===== config.mk =====
export PLATFORM = sky130hd
export DESIGN_NAME = permute_sched
export DESIGN_NICKNAME = d
export VERILOG_FILES = /design/src/rtl/permute_pkg.sv /design/src/rtl/permute_sched_perf.sv /design/src/rtl/permute_sched.sv
export SDC_FILE = /design/constraint.sdc
export NUM_CORES = 1
export LEC_CHECK = 0
export ABC_AREA = 1
export CAP_MARGIN = 20
export CORE_AREA = 2 2 268 270
export CTS_CLUSTER_SIZE = 30
export DETAILED_ROUTE_END_ITERATION = 10
export DIE_AREA = 0 0 270 272
export PLACE_DENSITY_LB_ADDON = 0.08
export RECOVER_POWER = 50
export SLEW_MARGIN = 20
export SYNTH_ARGS = -nofsm -noshare
export SYNTH_HDL_FRONTEND = slang
export SYNTH_SLANG_ARGS = --single-unit

===== constraint.sdc =====
create_clock -name clk -period 2.1 [get_ports clk]
set_clock_uncertainty 0.1 [all_clocks]
set_input_delay 0.63 -clock clk [delete_from_list [all_inputs] [get_ports clk]]
set_output_delay 0.63 -clock clk [all_outputs]
set_load 0.01 [all_outputs]

===== src/rtl/permute_pkg.sv =====
// permute_pkg: shared sequencer state encoding, op encodings and select helpers
// for the permute scheduler and its bench.
package permute_pkg;

  typedef enum logic [1:0] {
    IDLE  = 2'd0,
    LOAD  = 2'd1,
    SHUF  = 2'd2,
    DRAIN = 2'd3
  } state_t;

  localparam logic OP_COL = 1'b0;
  localparam logic OP_ROW = 1'b1;

  localparam int DEF_NUMSTAGES    = 8;
  localparam int DEF_LOGNUMSTAGES = 3;

  // Lane i selects i, packed lane 0 at the LSBs.
  function automatic logic [DEF_NUMSTAGES*DEF_LOGNUMSTAGES-1:0] identity_sel();
    logic [DEF_NUMSTAGES*DEF_LOGNUMSTAGES-1:0] sel;
    sel = '0;
    for (int i = 0; i < DEF_NUMSTAGES; i++) begin
      sel[i*DEF_LOGNUMSTAGES +: DEF_LOGNUMSTAGES] = DEF_LOGNUMSTAGES'(i);
    end
    return sel;
  endfunction

endpackage


===== src/rtl/permute_sched_perf.sv =====
// permute_sched_perf: wrapping 32-bit counters of completed ops and stalled
// load/drain cycles for the permute scheduler.
module permute_sched_perf (
  input  logic        clk,
  input  logic        resetn,
  input  logic        op_done,
  input  logic        stall,
  output logic [31:0] op_count,
  output logic [31:0] stall_count
);

  always_ff @(posedge clk or negedge resetn) begin
    if (!resetn) begin
      op_count    <= '0;
      stall_count <= '0;
    end else begin
      if (op_done) op_count <= op_count + 32'd1;
      if (stall)   stall_count <= stall_count + 32'd1;
    end
  end

endmodule


===== src/rtl/permute_sched.sv =====
// permute_sched: one-command-at-a-time sequencer for the NxN permute unit:
// load N rows, wait SHUF_LAT cycles, drain N rows. Counters: PERMUTE_SCHED_PERF_EN.
module permute_sched
  import permute_pkg::*;
#(
  parameter int WIDTH        = 16,
  parameter int NUMSTAGES    = 8,
  parameter int LOGNUMSTAGES = $clog2(NUMSTAGES),
  parameter int SHUF_LAT     = 2,
  parameter int TAGW         = 4
) (
  input  logic                              clk,
  input  logic                              resetn,
  input  logic                              cmd_valid,
  output logic                              cmd_ready,
  input  logic                              cmd_op,
  input  logic [NUMSTAGES*LOGNUMSTAGES-1:0] cmd_row_num,
  input  logic [NUMSTAGES*LOGNUMSTAGES-1:0] cmd_col_num,
  input  logic [TAGW-1:0]                   cmd_tag,
  input  logic                              in_valid,
  output logic                              in_ready,
  input  logic [NUMSTAGES*WIDTH-1:0]        in_data,
  output logic                              out_valid,
  input  logic                              out_ready,
  output logic [NUMSTAGES*WIDTH-1:0]        out_data,
  output logic                              out_last,
  output logic [TAGW-1:0]                   out_tag,
  output logic                              perm_en,
  output logic                              perm_read,
  output logic                              perm_rw_col_op,
  output logic [NUMSTAGES*LOGNUMSTAGES-1:0] perm_row_num,
  output logic [NUMSTAGES*LOGNUMSTAGES-1:0] perm_col_num,
  output logic [NUMSTAGES*WIDTH-1:0]        perm_a,
  input  logic [NUMSTAGES*WIDTH-1:0]        perm_out,
  input  logic                              perm_busy,
  output logic                              idle,
  output logic [31:0]                       op_count,
  output logic [31:0]                       stall_count
);

  localparam int SELW = NUMSTAGES * LOGNUMSTAGES;
  localparam logic [LOGNUMSTAGES:0] LAST_ROW = (LOGNUMSTAGES+1)'(NUMSTAGES - 1);
  localparam logic [2:0] SHUF_END = 3'(SHUF_LAT - 1);

  state_t                state_reg;
  logic [LOGNUMSTAGES:0] cnt_reg;
  logic [2:0]            timer_reg;
  logic                  op_reg;
  logic [SELW-1:0]       row_sel_reg;
  logic [SELW-1:0]       col_sel_reg;
  logic [TAGW-1:0]       tag_reg;
  logic                  is_last;

  assign is_last = (cnt_reg == LAST_ROW);

  always_ff @(posedge clk or negedge resetn) begin
    if (!resetn) begin
      state_reg   <= IDLE;
      cnt_reg     <= '0;
      timer_reg   <= '0;
      op_reg      <= OP_COL;
      row_sel_reg <= '0;
      col_sel_reg <= '0;
      tag_reg     <= '0;
    end else begin
      case (state_reg)
        IDLE: begin
          if (cmd_valid && !perm_busy) begin
            op_reg      <= cmd_op;
            row_sel_reg <= cmd_row_num;
            col_sel_reg <= cmd_col_num;
            tag_reg     <= cmd_tag;
            cnt_reg     <= '0;
            state_reg   <= LOAD;
          end
        end
        LOAD: begin
          if (in_valid) begin
            cnt_reg <= cnt_reg + 1'b1;
            if (is_last) begin
              timer_reg <= '0;
              state_reg <= SHUF;
            end
          end
        end
        SHUF: begin
          if (timer_reg == SHUF_END) begin
            cnt_reg   <= '0;
            state_reg <= DRAIN;
          end else begin
            timer_reg <= timer_reg + 3'd1;
          end
        end
        DRAIN: begin
          if (out_ready) begin
            if (is_last) state_reg <= IDLE;
            else         cnt_reg   <= cnt_reg + 1'b1;
          end
        end
        default: state_reg <= IDLE;
      endcase
    end
  end

  // The reset gate keeps cmd_ready/idle low while resetn is held, even though state reads IDLE.
  assign cmd_ready = resetn && (state_reg == IDLE) && !perm_busy;
  assign idle      = resetn && (state_reg == IDLE) && !cmd_valid;
  assign in_ready  = (state_reg == LOAD);
  assign out_valid = (state_reg == DRAIN);
  assign perm_en   = in_ready && in_valid;
  assign perm_read = out_valid && out_ready;
  assign out_last  = out_valid && is_last;
  assign out_tag   = out_valid ? tag_reg : '0;

  assign perm_rw_col_op = op_reg;
  assign perm_row_num   = row_sel_reg;
  assign perm_col_num   = col_sel_reg;

  for (genvar gi = 0; gi < NUMSTAGES; gi++) begin : g_lane
    assign perm_a[gi*WIDTH +: WIDTH]   = in_ready  ? in_data[gi*WIDTH +: WIDTH]  : '0;
    assign out_data[gi*WIDTH +: WIDTH] = out_valid ? perm_out[gi*WIDTH +: WIDTH] : '0;
  end

`ifdef PERMUTE_SCHED_PERF_EN
  logic perf_stall;
  assign perf_stall = ((state_reg == LOAD) && !in_valid) || ((state_reg == DRAIN) && !out_ready);

  permute_sched_perf u_perf (
    .clk         (clk),
    .resetn      (resetn),
    .op_done     (perm_read && is_last),
    .stall       (perf_stall),
    .op_count    (op_count),
    .stall_count (stall_count)
  );
`else
  assign op_count    = '0;
  assign stall_count = '0;
`endif

endmodule


======== Yosys cells after proc, flatten, opt, wreduce, memory -nomap -nowiden ========
Index checks and enable logic that the tools add are counted.
storage, ports and cells
  output and inout bits ................... 380
  word-level logic and storage cells ...... 71
  register bits ........................... 62
cells by class
  equality and inequality tests ........... 13
  muxes and demuxes ....................... 34
  add/subtract/negate cells ............... 2
  reductions and logical operators ........ 15
operators with widths
  kind                                           number
  2-to-1 mux 16 bit                              16
  2-to-1 mux 4 bit                               6
  case mux 4 bit (4 select lines)                1
  2-to-1 mux 2 bit                               6
  != test 2 bit, second input constant           5
  2-to-1 mux 3 bit                               3
  case mux 2 bit (4 select lines)                1
  logical AND 1 bit                              7
  != test 2 x 1 -> 1 bit, second input constant  3
  case mux 3 bit (2 select lines)                1
  AND reduction 6 bit                            1
  AND reduction 5 bit                            1
  adder 4 x 1 -> 4 bit, second input constant    1
  == test 2 bit, second input constant           2
  == test 4 x 3 -> 1 bit, second input constant  1
  AND reduction 4 bit                            1
  adder 3 x 1 -> 3 bit, second input constant    1
  == test 3 x 1 -> 1 bit, second input constant  1
  == test 2 x 1 -> 1 bit, second input constant  1
  logical NOT 1 bit                              2
  logical NOT 2 bit                              1
  AND reduction 2 bit                            1
  nonzero test 2 bit                             1

======== Logic depth before layout (Yosys ltp) ========
Gate-level depths: netlist of the first run.
  depth in word-level cells ............... 4
  gate-level depth with buffers ........... 9
  gate-level depth less buffers ........... 9

======== Worst setup path before layout of the first run ========
Ideal clock, no wire load.
  path kind ............................... reg-to-output
  start point ............................. register state_reg[1]
  end point ............................... output perm_a[117]
  stages on the path, launching flop included .. 8
  path buffers ............................ 3
  setup slack ............................. 0.009 ns
  data arrival time ....................... 1.361 ns
  cells stage by stage .................... dfrtp_1 > inv_1 > ha_1 > buf_2 > buf_2 > buf_2 > nand2_1 > inv_1
on the way
  cells in the longest elaborated chain, start to end .. 2
RTL lines
  item                    line                  RTL
  start, declared         permute_sched.sv:45   state_t state_reg;
  start signal, assigned  permute_sched.sv:58   state_reg <= IDLE;
  start signal, assigned  permute_sched.sv:74   state_reg <= LOAD;
  start signal, assigned  permute_sched.sv:82   state_reg <= SHUF;
  == test 2 x 1 -> 1 bit  permute_sched.sv:108  assign in_ready = (state_reg == LOAD);
  net in_ready            permute_sched.sv:21   output logic in_ready,
  2-to-1 mux 16 bit       permute_sched.sv:120  assign perm_a[gi*WIDTH +: WIDTH] = in_ready ? in_data[gi*WIDTH +: WIDTH] : '0;
  end, declared           permute_sched.sv:33   output logic [NUMSTAGES*WIDTH-1:0] perm_a,
The timed path passes the listed nets, and every way through them passes these cells.

======== Worst setup path after layout of the first run ========
  start point ............................. register state_reg[1]
  end point ............................... output out_data[36]
on the way
  cells in the longest elaborated chain, start to end .. 2
RTL lines
  item               line                  RTL
  == test 2 bit      permute_sched.sv:109  assign out_valid = (state_reg == DRAIN);
  2-to-1 mux 16 bit  permute_sched.sv:121  assign out_data[gi*WIDTH +: WIDTH] = out_valid ? perm_out[gi*WIDTH +: WIDTH] : '0;
  end, declared      permute_sched.sv:25   output logic [NUMSTAGES*WIDTH-1:0] out_data,
No other way between the ends.

==> flow_metrics.py, run 1 <==
metrics = {
    "die": {
        "coreArea_um2": 70750,
        "fp.dieW_um": 270,
        "dieArea_um2": 73440,
        "initial_core_util_pct": 7.442,
        "die_h_um": 272,
        "num_rows": 98,
        "ioPinCount": 695,
    },
    "setup_path": {
        "start_kind": "flop",
        "crit_start": "state_reg[1]",
        "arrival_ns": 1.87,
        "path_class": "reg -> out",
        "rr_startpoint": "state_reg[0]",
        "end_kind": "primary output",
        "crit_required_ns": 1.37,
        "crit_fanout": 6,
    },
    "logic_synthesis": {
        "synthesis.instances": 825,
        "syn_area_per_cell_um2": 6.382,
        "yosysSeqAreaShare_pct": 29.47,
        "synth_area_um2": 5265,
        "synth_cell_types": 21,
        "ys_warn_count": 0,
        "synth-seq-cells": 62,
    },
    "placed_design": {
        "globalplace.congestion": 0.7614,
        "place_inst": 2402,
        "place_hpwl_um": 30940,
        "placed_area_um2": 12710,
        "port_buffers": 630,
        "pre_cts_ws_ns": -0.6118,
    },
    "global_route": {
        "antenna_found_initial": 9,
        "grt_pass1_wl_um": 54520,
        "grt_pass1_vias": 7308,
        "grt_max_degree": 63,
        "grt_remaining_overflow": 0,
        "grt_usage_pct": 10.26,
    },
    "hold_path": {
        "hold_class": "reg -> reg",
        "min_from": "perm_row_num[16]",
    },
    "cells_and_area": {
        "finalNonFillerCells": 2555,
        "area_growth_pct": 191.6,
        "drive_gt1_share_pct": 49.66,
        "utilization_pct": 21.70,
        "final_common_cell": "clkdlybuf4s50_1",
        "layout_common_cells": "clkdlybuf4s50_1, buf_6, inv_1, nand2_1, inv_2",
        "nNetsFinal": 1917,
        "final_area_um2": 15350,
    },
    "pwr": {
        "seqPwrFrac_pct": 12.7,
        "clkPwrFrac_pct": 9.1,
        "peakVddDrop_uv": 502.1,
        "pwr-share-comb_pct": 78.3,
        "switching_power_mw": 6.577,
        "leakage_nw": 8.708,
        "power_mw": 16.75,
        "p_int_mw": 10.18,
        "cellPowerDensity_nw_per_um2": 1091,
        "switching_share_pct": 39.26,
    },
    "timing": {
        "worst_hold_slack_ns": 0.4006,
        "maxSlewHeadroom_pct": 34.46,
        "tns_ns": -93.69,
        "fin_crit_sh_pct": 123.9,
        "rsz0062_at_grt": "true",
        "post-route-min-period_ns": 2.602,
        "slew_viol_final": 0,
        "setup-violations-final": 317,
        "hold_viol": 0,
        "fmax_mhz": 384.4,
        "layout_setup_ws_ns": -0.5018,
        "worst_slew_pin_slew_ns": 0.9832,
    },
    "drt": {
        "ant_nets": 0,
        "vias": 7344,
        "wire_per_inst_um": 15.55,
        "drt_iter0_drc": 111,
        "drc": 0,
        "dr.pass1.iters": 4,
        "vias_per_cell": 2.874,
        "drt_wl_total_um": 39740,
    },
    "outcome": {
        "status": "finished with violations",
        "violations": "setup timing",
    },
    "clocking": {
        "clk_pin_slew_ns": 0.06,
        "cts_num_sinks": 62,
        "numCtsBuffers": 9,
        "cts_htree_levels": 3,
        "cts_root_buffer": "clkbuf_16",
        "clockBufferDepth": 2,
        "cts_tree": "yes",
        "clk_latency_ns": 0.35,
    },
    "flow_run": {
        "drv_cap": 0,
    },
}
[cell families (layout without fill, tap and decap cells)]
logic type                 Yosys count  after routing  synth area share [%]
buffers and inverters              376           1087                 32.87
and+or+nand+nor                    313            313                 22.81
DFF                                 62             62                 29.47
muxes                               53             53                 11.62
AOI/OAI and AO/OA                   11             11                 1.093
adders and majority gates            8              8                 1.901
other                                1             70               0.07122
xor gates and xnor gates             1              1                0.1664
[power by group through the flow]
stage	Clock (mW)	Combinational, mW	Sequential [mW]
floorplan	0	3.26	2.32
global placement	0	9.06	2.11
detailed placement	0	8.97	2.12
CTS	1.63	11.2	2.13
global route	1.67	14.1	2.21
finish	1.52	13.1	2.12
[routing by layer]
metal / track usage [%] / part of all wire, %
met5: 0 / 0.13
met4: 2.968 / 2.2
met3: 4.126 / 8.3
met2: 19.27 / 54
met1: 10.38 / 35
[what timing repair did]
item | in CTS | in global routing
hold buffers | 0 | 0
gates resized for setup | 1176 | 605
buffers inserted | 80 | 49
setup endpoints to repair | 268 | 273
pin swaps | 12 | 18
cloned | 14 | 4
[worst paths after layout]
path | end | slack, ns | cells after the start
min in group asynchronous | perm_row_num[20] | 0.54 | 2
max | out_data[36] | -0.50 | 10
max in group asynchronous | state_reg[0] | 0.67 | 2
max reg2reg | perm_col_num[3] | -0.15 | 7
min reg2reg | perm_row_num[16] | 0.40 | 1
min | perm_row_num[16] | 0.40 | 1
[Yosys cell counts]
cell,n,share of area [%]
clkbuf_8,5,1.3
buf_2,23,2.2
conb_1,1,0.071
clkbuf_1,4,0.29
nand2_1,297,21
inv_1,277,20
mux2_2,49,10
mux2_4,4,1.1
nand3_1,6,0.57
nor2_1,6,0.43
nor3_1,2,0.19
o21ai_0,8,0.76
buf_4,64,9.1
ha_1,8,1.9
dfrtp_1,62,29
nand3_4,1,0.33
buf_1,3,0.21
or2_2,1,0.12
xnor2_1,1,0.17
a21oi_1,2,0.19
o21a_1,1,0.14
[layout make-up]
| class | count | area (um2) |
|---|---|---|
| clock inverter | 4 | 47.55 |
| inverter | 277 | 1047 |
| timing repair buffer | 794 | 8242 |
| fill | 7935 | 55400 |
| clock buffer | 12 | 236.5 |
| multi-input combinational | 450 | 3025 |
| sequential | 62 | 1553 |
| antenna | 6 | 15.01 |
| tap | 950 | 1189 |
[worst max-delay path: stages, from the launching register on]
cell	delay, ns
dfrtp_1	0.41
buf_6	0.13
ha_4	0.16
buf_12	0.13
buf_12	0.13
buf_12	0.13
buf_16	0.13
buf_6	0.11
nand2_2	0.04
inv_1	0.03
buf_2	0.13
(Power assumes the default switching activity.)
==> run 2: changes to the inputs <==
--- a/config.mk
+++ b/config.mk
@@ -8,7 +8,7 @@
 export ABC_AREA = 1
 export CAP_MARGIN = 20
 export CORE_AREA = 2 2 268 270
-export CTS_CLUSTER_SIZE = 30
+export CTS_CLUSTER_SIZE = 24
 export DETAILED_ROUTE_END_ITERATION = 10
 export DIE_AREA = 0 0 270 272
 export PLACE_DENSITY_LB_ADDON = 0.08
==> results of run 2 <==
No change in the layout: final DEF, timing and power equal those of run 1.
==> run 3: changes to the inputs <==
--- a/config.mk
+++ b/config.mk
@@ -13,6 +13,7 @@
 export DIE_AREA = 0 0 270 272
 export PLACE_DENSITY_LB_ADDON = 0.08
 export RECOVER_POWER = 50
+export REMOVE_ABC_BUFFERS = 1
 export SLEW_MARGIN = 20
 export SYNTH_ARGS = -nofsm -noshare
 export SYNTH_HDL_FRONTEND = slang
==> run 3 against run 2 <==
Against the previous run: the run still ends with setup timing left; highest routed layer unchanged; global-route usage is 0.79 points higher; non-clock buffer count fell by 69; critical path depth decreased by 2.
==> flow_metrics.py, run 3 (synthesis gave the netlist of run 1 again) <==
metrics = {
    "outcome": {
        "status": "finished with violations",
        "violations": "setup timing",
    },
    "global_route": {
        "grt_usage_pct": 11.05,
        "antenna_found_initial": 16,
        "grt_pass1_wl_um": 57620,
        "grt_max_degree": 47,
        "grt_pass1_vias": 7014,
        "grt_remaining_overflow": 0,
    },
    "setup_path": {
        "slowest_delay_ns": 0.44,
        "r2r_cells": 9,
        "worstPathCellList": "ha_4 -> buf_12 -> buf_16 -> buf_16 -> buf_12 -> nand2_2 -> inv_2 -> buf_6",
        "worst-path-buf-inv": 6,
        "crit_family": "buffers and inverters",
        "crit_cells": 8,
        "start_kind": "flop",
        "arrival_ns": 1.77,
        "crit_required_ns": 1.37,
        "path_class": "reg -> out",
        "cp_slowest_cell": "dfrtp_2",
        "end_kind": "primary output",
        "crit_fanout": 7,
    },
    "clocking": {
        "clk_pin_slew_ns": 0.06,
        "cts_root_buffer": "clkbuf_16",
        "cts_tree": "yes",
        "ctsHoldBuffers": 0,
        "clk_latency_ns": 0.34,
        "cts_num_sinks": 62,
        "numCtsBuffers": 9,
        "cts_htree_levels": 3,
        "clockBufferDepth": 2,
    },
    "cells_and_area": {
        "drive_gt1_share_pct": 45.75,
        "nNetsFinal": 1848,
        "final_common_cell": "clkdlybuf4s50_1",
        "fill_cells": 8051,
        "final_area_um2": 14850,
        "utilization_pct": 20.98,
        "finalNonFillerCells": 2488,
        "area_growth_pct": 182.0,
        "layout_common_cells": "clkdlybuf4s50_1, buf_6, nand2_1, inv_1, inv_2",
    },
    "die": {
        "num_rows": 98,
        "coreArea_um2": 70750,
        "initial_core_util_pct": 7.442,
        "die_h_um": 272,
        "dieArea_um2": 73440,
        "fp.dieW_um": 270,
        "ioPinCount": 695,
    },
    "flow_run": {
        "drv_cap": 0,
    },
    "timing": {
        "worst_hold_slack_ns": 0.3987,
        "layout_setup_ws_ns": -0.3997,
        "fin_crit_sh_pct": 119.0,
        "maxSlewHeadroom_pct": 28.96,
        "setup-violations-final": 264,
        "hold_viol": 0,
        "slew_viol_final": 0,
        "rsz0062_at_grt": "true",
        "worst_slew_pin_slew_ns": 1.066,
        "post-route-min-period_ns": 2.500,
        "fmax_mhz": 400.0,
    },
    "pwr": {
        "leakage_nw": 8.483,
        "cellPowerDensity_nw_per_um2": 1051,
        "peakVddDrop_uv": 441.5,
    },
    "hold_path": {
        "hold_class": "reg -> reg",
        "hold_depth": 1,
    },
    "placed_design": {
        "pre_cts_ws_ns": -0.6863,
        "place_inst": 2399,
        "placed_area_um2": 12680,
        "place_hpwl_um": 35200,
        "globalplace.congestion": 0.8792,
        "port_buffers": 630,
    },
    "drt": {
        "drc": 0,
        "drt_iter0_drc": 175,
        "vias": 7209,
        "drt_wl_total_um": 44110,
        "vias_per_cell": 2.898,
        "wire_per_inst_um": 17.73,
        "ant_nets": 0,
        "dr.pass1.iters": 4,
    },
}
run 3: cell types whose count changed in the layout (fill, tap and decap cells not counted), sizes merged:
| cell | previous run | this run |
|---|---|---|
| diode | 6 | 8 |
| clkdlybuf4s15 | 11 | 7 |
| inv | 277 | 276 |
| clkinv | 2 | 3 |
| clkbuf | 26 | 40 |
| buf | 404 | 323 |
| clkinvlp | 1 | 3 |
run 3: cell type report:
type	count	area (um2)	share of cell area (%)
clock inverters	6	62.56	0.4214
well taps	950	1189	8.007
diodes	8	20.02	0.1349
clock buffers	10	229.0	1.542
repair buffers	725	7625	51.36
inverters	277	1062	7.156
flip-flops and latches	62	1554	10.47
multi-input cells	450	3104	20.91
run 3: path summary, 6_finish.rpt:
kind | slack, ns | startpoint | to
worst min register to register | 0.40 | perm_col_num[19] | perm_col_num[19]
worst max register to register | 0.01 | state_reg[0] | perm_col_num[3]
worst max-delay path | -0.40 | state_reg[0] | out_data[56]
max in group asynchronous | 0.01 | resetn | state_reg[1]
worst min-delay path | 0.40 | perm_col_num[19] | perm_col_num[19]
min in group asynchronous | 0.59 | resetn | perm_row_num[19]
run 3: timing repair:
item / in CTS / in global routing
pin swaps: 4 / 54
endpoints found under the hold margin: 0 / 0
endpoints found under the setup margin: 267 / 271
resized for setup: 915 / 736
buffers inserted: 27 / 14
gates cloned: 13 / 17
run 3: worst register-to-register path: stages (launching register included):
cell	delay [ns]
dfrtp_2	0.44
buf_4	0.15
buf_6	0.10
buf_4	0.13
inv_4	0.05
ha_4	0.14
buf_4	0.12
nand3_4	0.19
buf_12	0.24
mux2_4	0.31
run 3: routing by layer:
| metal | vias up | wire [um] | global-route usage, % |
|---|---|---|---|
| met5 | - | 21 | 0 |
| met4 | 4 | 315 | 1.754 |
| met3 | 29 | 3312 | 3.985 |
| met2 | 310 | 24620 | 21.45 |
| met1 | 3316 | 15840 | 11.45 |
| li1 | 3550 | - | - |
run 3: power by group:
group / switching (mW) / total [mW] / internal (mW) / leakage [nW]
registers: 0.337 / 2.13 / 1.79 / 0.746
clock network: 0.601 / 1.52 / 0.915 / 0.135
logic: 5.47 / 12.0 / 6.49 / 7.60
total: 6.41 / 15.6 / 9.20 / 8.48
run 3: per-stage QoR:
| step | TNS (ns) | power, mW |
|---|---|---|
| 2_1_floorplan | -451.81 | 5.420 |
| 3_3_place_gp | -109.84 | 11.09 |
| 5_1_grt | -116.80 | 16.73 |
| 3_5_place_dp | -109.25 | 11.02 |
| 4_1_cts | -111.78 | 13.91 |
| 6_report | -76.54 | 15.60 |
